[src/rtl/multiplier.sv]
// multiplier: iterative 64x64 shift-add multiplier with selectable signed/unsigned high word
module multiplier #(
  parameter int WIDTH = 64
) (
  input  logic             clk,
  input  logic             reset,
  input  logic             start,
  input  logic             op_signed,
  input  logic [WIDTH-1:0] mcand,
  input  logic [WIDTH-1:0] b,
  output logic [WIDTH-1:0] prod,
  output logic [WIDTH-1:0] prod_hi,
  output logic             busy,
  output logic             done
);
  localparam int CW = $clog2(WIDTH);
  typedef enum logic [1:0] {IDLE, CALC, DONE} state_t;
  state_t state;
  logic [2*WIDTH-1:0] acc, msh, acc_nx;
  logic [WIDTH-1:0] mc, mb, bsh, hi_fix;
  logic sgn;
  logic [CW-1:0] cnt;
  always_comb begin
    acc_nx = acc + (bsh[0] ? msh : '0);
    hi_fix = acc_nx[2*WIDTH-1:WIDTH] - (mc[WIDTH-1] ? mb : '0) - (mb[WIDTH-1] ? mc : '0);
  end
  always_ff @(posedge clk) begin
    if (reset) begin
      state   <= IDLE;
      acc     <= '0;
      msh     <= '0;
      bsh     <= '0;
      mc      <= '0;
      mb      <= '0;
      sgn     <= 1'b0;
      cnt     <= '0;
      prod    <= '0;
      prod_hi <= '0;
      busy    <= 1'b0;
      done    <= 1'b0;
    end else begin
      done <= 1'b0;
      case (state)
        IDLE: if (start) begin
          mc    <= mcand;
          mb    <= b;
          sgn   <= op_signed;
          msh   <= {{WIDTH{1'b0}}, mcand};
          bsh   <= b;
          acc   <= '0;
          cnt   <= '0;
          busy  <= 1'b1;
          state <= CALC;
        end
        CALC: begin
          acc <= acc_nx;
          msh <= msh << 1;
          bsh <= bsh >> 1;
          cnt <= cnt + 1'b1;
          if (cnt == CW'(WIDTH - 1)) begin
            prod    <= acc_nx[WIDTH-1:0];
            prod_hi <= sgn ? hi_fix : acc_nx[2*WIDTH-1:WIDTH];
            busy    <= 1'b0;
            done    <= 1'b1;
            state   <= DONE;
          end
        end
        default: state <= IDLE;
      endcase
    end
  end
endmodule

[config.mk]
export PLATFORM = sky130hd
export DESIGN_NAME = multiplier
export DESIGN_NICKNAME = d
export VERILOG_FILES = /design/src/rtl/multiplier.sv
export SDC_FILE = /design/constraint.sdc
export NUM_CORES = 2
export LEC_CHECK = 0
export CORE_MARGIN = 1
export CORE_UTILIZATION = 35
export DETAILED_ROUTE_END_ITERATION = 16
export PLACE_DENSITY_LB_ADDON = 0.1
export SYNTH_ARGS = -nofsm -noshare
export SYNTH_HDL_FRONTEND = slang
export SYNTH_SLANG_ARGS = --single-unit
[constraint.sdc]
create_clock -name clk -period 6.15 [get_ports clk]
set_input_delay 0.615 -clock clk [delete_from_list [all_inputs] [get_ports clk]]
set_output_delay 0.615 -clock clk [all_outputs]
set_load 0.01 [all_outputs]
==> out/qor.yml <==
peakVddDrop_uv: 197.8
cts_tree: "built"
ys_top_cells_by_count: "nand2_1, dfxtp_1, a21oi_1"
yosys_warnings: 0
cp_common_cell: "buf_4"
drt_iter0_drc: 2637
drv_cap: 0
ant_nets: 0
drc_errors: 0
setup_violations: 41
start_util: 0.3548
worstSetupPathType: "reg -> reg"
fin_worst_skew_ns: 0.02208
yosysTopAreaCellShare: 0.3297
layout-drive-gt1-share: 0.2524
grt_pass1_vias: 36210
end_kind: "flop"
clock_sinks: 587
track_usage: 0.2752
period_share: 1.115
ctsHoldBuffers: 0
worstPathArrival_ns: 7.41
crit_fanout: 29
avgSynthCellArea_um2: 7.520
grt_setup_unrepaired: "yes"
synth_cell_types: 93
max_freq_ghz: 0.1458
core_um2: 100400
leakagePower_nw: 21.22
std_cell_rows: 116
slowest_delay_ns: 0.53
grt_first_pass_wirelength_um: 219700
synth_seq_cells: 587
grt_max_degree: 159
synth_ff_type: "dfxtp_1"
power.density_nw_per_um2: 207.6
wire_per_inst_um: 20.11
port_buffers: 261
hp-class: "in -> reg"
period_minus_slack_ns: 6.859
totalWireLength_um: 144900
antenna_found_initial: 2
synth.top_cells.by_area: "dfxtp_1, nand2_1, a21oi_1"
yosysTopAreaCell: "dfxtp_1"
worst_pin_slew_ns: 1.206
cp.required_ns: 6.70
routed-via-count: 37600
hpwlAfterDp_um: 109800
clk_pin_slew_worst_paths_ns: 0.06
place_ws_ns: -1.669
dpl_cell_area_um2: 46450
dieArea_um2: 103100
power_mw: 10.57
numCtsBuffers: 72
ios: 262
layout.cells.non_filler: 7204
violations: "setup timing"
status: "complete, but fails checks"
fin_util: 0.5070
synth_fp_nets: 5126
ff2ff_setup_slack_ns: -0.71
stdcell_area_um2: 50920
drt-pass1-iter-count: 7
numPlacedInstances: 7026
cp-start-kind: "flop"
synth_enable_flop_cells: 0
finalNetCount: 6178
setup_slack_ns: -0.7087
vias_per_cell: 5.219
grt_overflow: 0
worstSkewPairLatency_ns: 0.66
synth_cells: 4739
relSlewSlack: 0.1932
slowest_stage: "fa_1"
ys_seq_area_frac: 0.3297
clk_path_buf_depth: 3
synth.most_common_cell: "nand2_1"
hold_violations: 0
async_reset_ff_frac: 0
place_congestion: 0.9439
slew_violations: 0
synth_area_um2: 35640
area_delta_synth_final_pct: 42.88
htree_levels: 3
root_buffer: "clkbuf_16"
fp.dieW_um: 321.1
die_y_um: 321.1
[repair_timing]
| item | 4_1_cts | 5_1_grt |
|---|---|---|
| setup endpoints to repair | 56 | 56 |
| endpoints found under the hold margin | 0 | 0 |
| buffers inserted | 29 | 19 |
| resized for setup | 205 | 136 |
| pin swaps | 61 | 62 |
[per-stage QoR]
step / setup TNS (ns) / hold slack, ns
detailed placement: -53.54 / 0.4419
global route: -30.13 / 0.4713
floorplan: 0 / 0.4315
global placement: -51.34 / 0.4412
finish: -17.01 / 0.4457
CTS: -18.93 / 0.4426
[metal layers]
metal,up-vias,track usage,wire [um]
met4,0,0.07915,3724
li1,18670,-,-
met5,-,0,0
met3,163,0.03136,6768
met2,858,0.4408,65240
met1,17910,0.3870,69160
[critical path: cells and delay by family (launching register included)]
family                   cells  cell delay, ns
XOR/XNOR                     2            0.24
flip-flops                   1            0.34
AO/OA/AOI/OAI                6            1.29
buffers and inverters        9            1.44
adder cells (fa/ha/maj)      3            1.16
AND/OR/NAND/NOR             11            2.24
[layout by cell type (no fill, tap or decap), types with 25 or more instances in the layout]
cell,Yosys,final
nand2_1,1054,1047
buf_4,2,1028
dfxtp_1,587,583
a21oi_1,579,527
nor2_1,320,303
clkdlybuf4s50_1,0,260
and2_1,169,163
ha_1,191,153
a31oi_1,148,143
nand3_1,129,123
o21ai_0,155,120
inv_1,96,95
a22oi_1,91,91
xnor2_1,107,91
a21o_1,90,90
nand4_1,81,81
clkbuf_16,0,73
fa_1,64,61
xor2_1,65,60
a21oi_2,2,50
o21bai_1,54,48
nor3_1,48,39
ha_4,0,34
o21ai_1,8,30
a211oi_1,46,28
o211ai_1,25,25
[power breakdown]
part | internal, mW | total [mW] | switching (mW)
Combinational | 1.00 | 2.24 | 1.24
Clock | 2.52 | 4.32 | 1.81
Sequential | 3.92 | 4.00 | 0.0787
Total | 7.44 | 10.6 | 3.13
[final timing paths]
kind,startpoint,end,depth (start not counted)
worst min register to register,prod[26],prod[26],2
worst max register to register,bsh[0],prod_hi[63],31
worst max-delay path,bsh[0],prod_hi[63],31
worst min-delay path,reset,mb[55],2
[area by class of cell]
cell class | instances | area [um^2]
Tap cell | 1357 | 1698
Sequential cell | 587 | 11760
Antenna cell | 2 | 5.005
Multi-Input combinational cell | 3729 | 24140
Clock buffer | 103 | 2059
Fill cell | 10120 | 49520
Inverter | 96 | 360.3
Timing Repair Buffer | 1305 | 10600
Clock inverter | 25 | 299.0
[cells by family after synthesis]
kind of cell | after synthesis | share of synthesized area
AOI/OAI and AO/OA | 1351 | 0.2337
xor gates and xnor gates | 172 | 0.04227
adders and majority gates | 255 | 0.1030
buffers and inverters | 423 | 0.04610
DFF | 587 | 0.3297
muxes | 20 | 0.005758
and+or+nand+nor | 1931 | 0.2394
[state kept, by name, indices dropped and copies added (netlist names), 2 cells and up]
register	count
cnt	6
acc	128
prod	64
state	2
msh	128
mc	64
bsh	64
mb	64
prod_hi	64
Power figures use the tool's default switching activity.
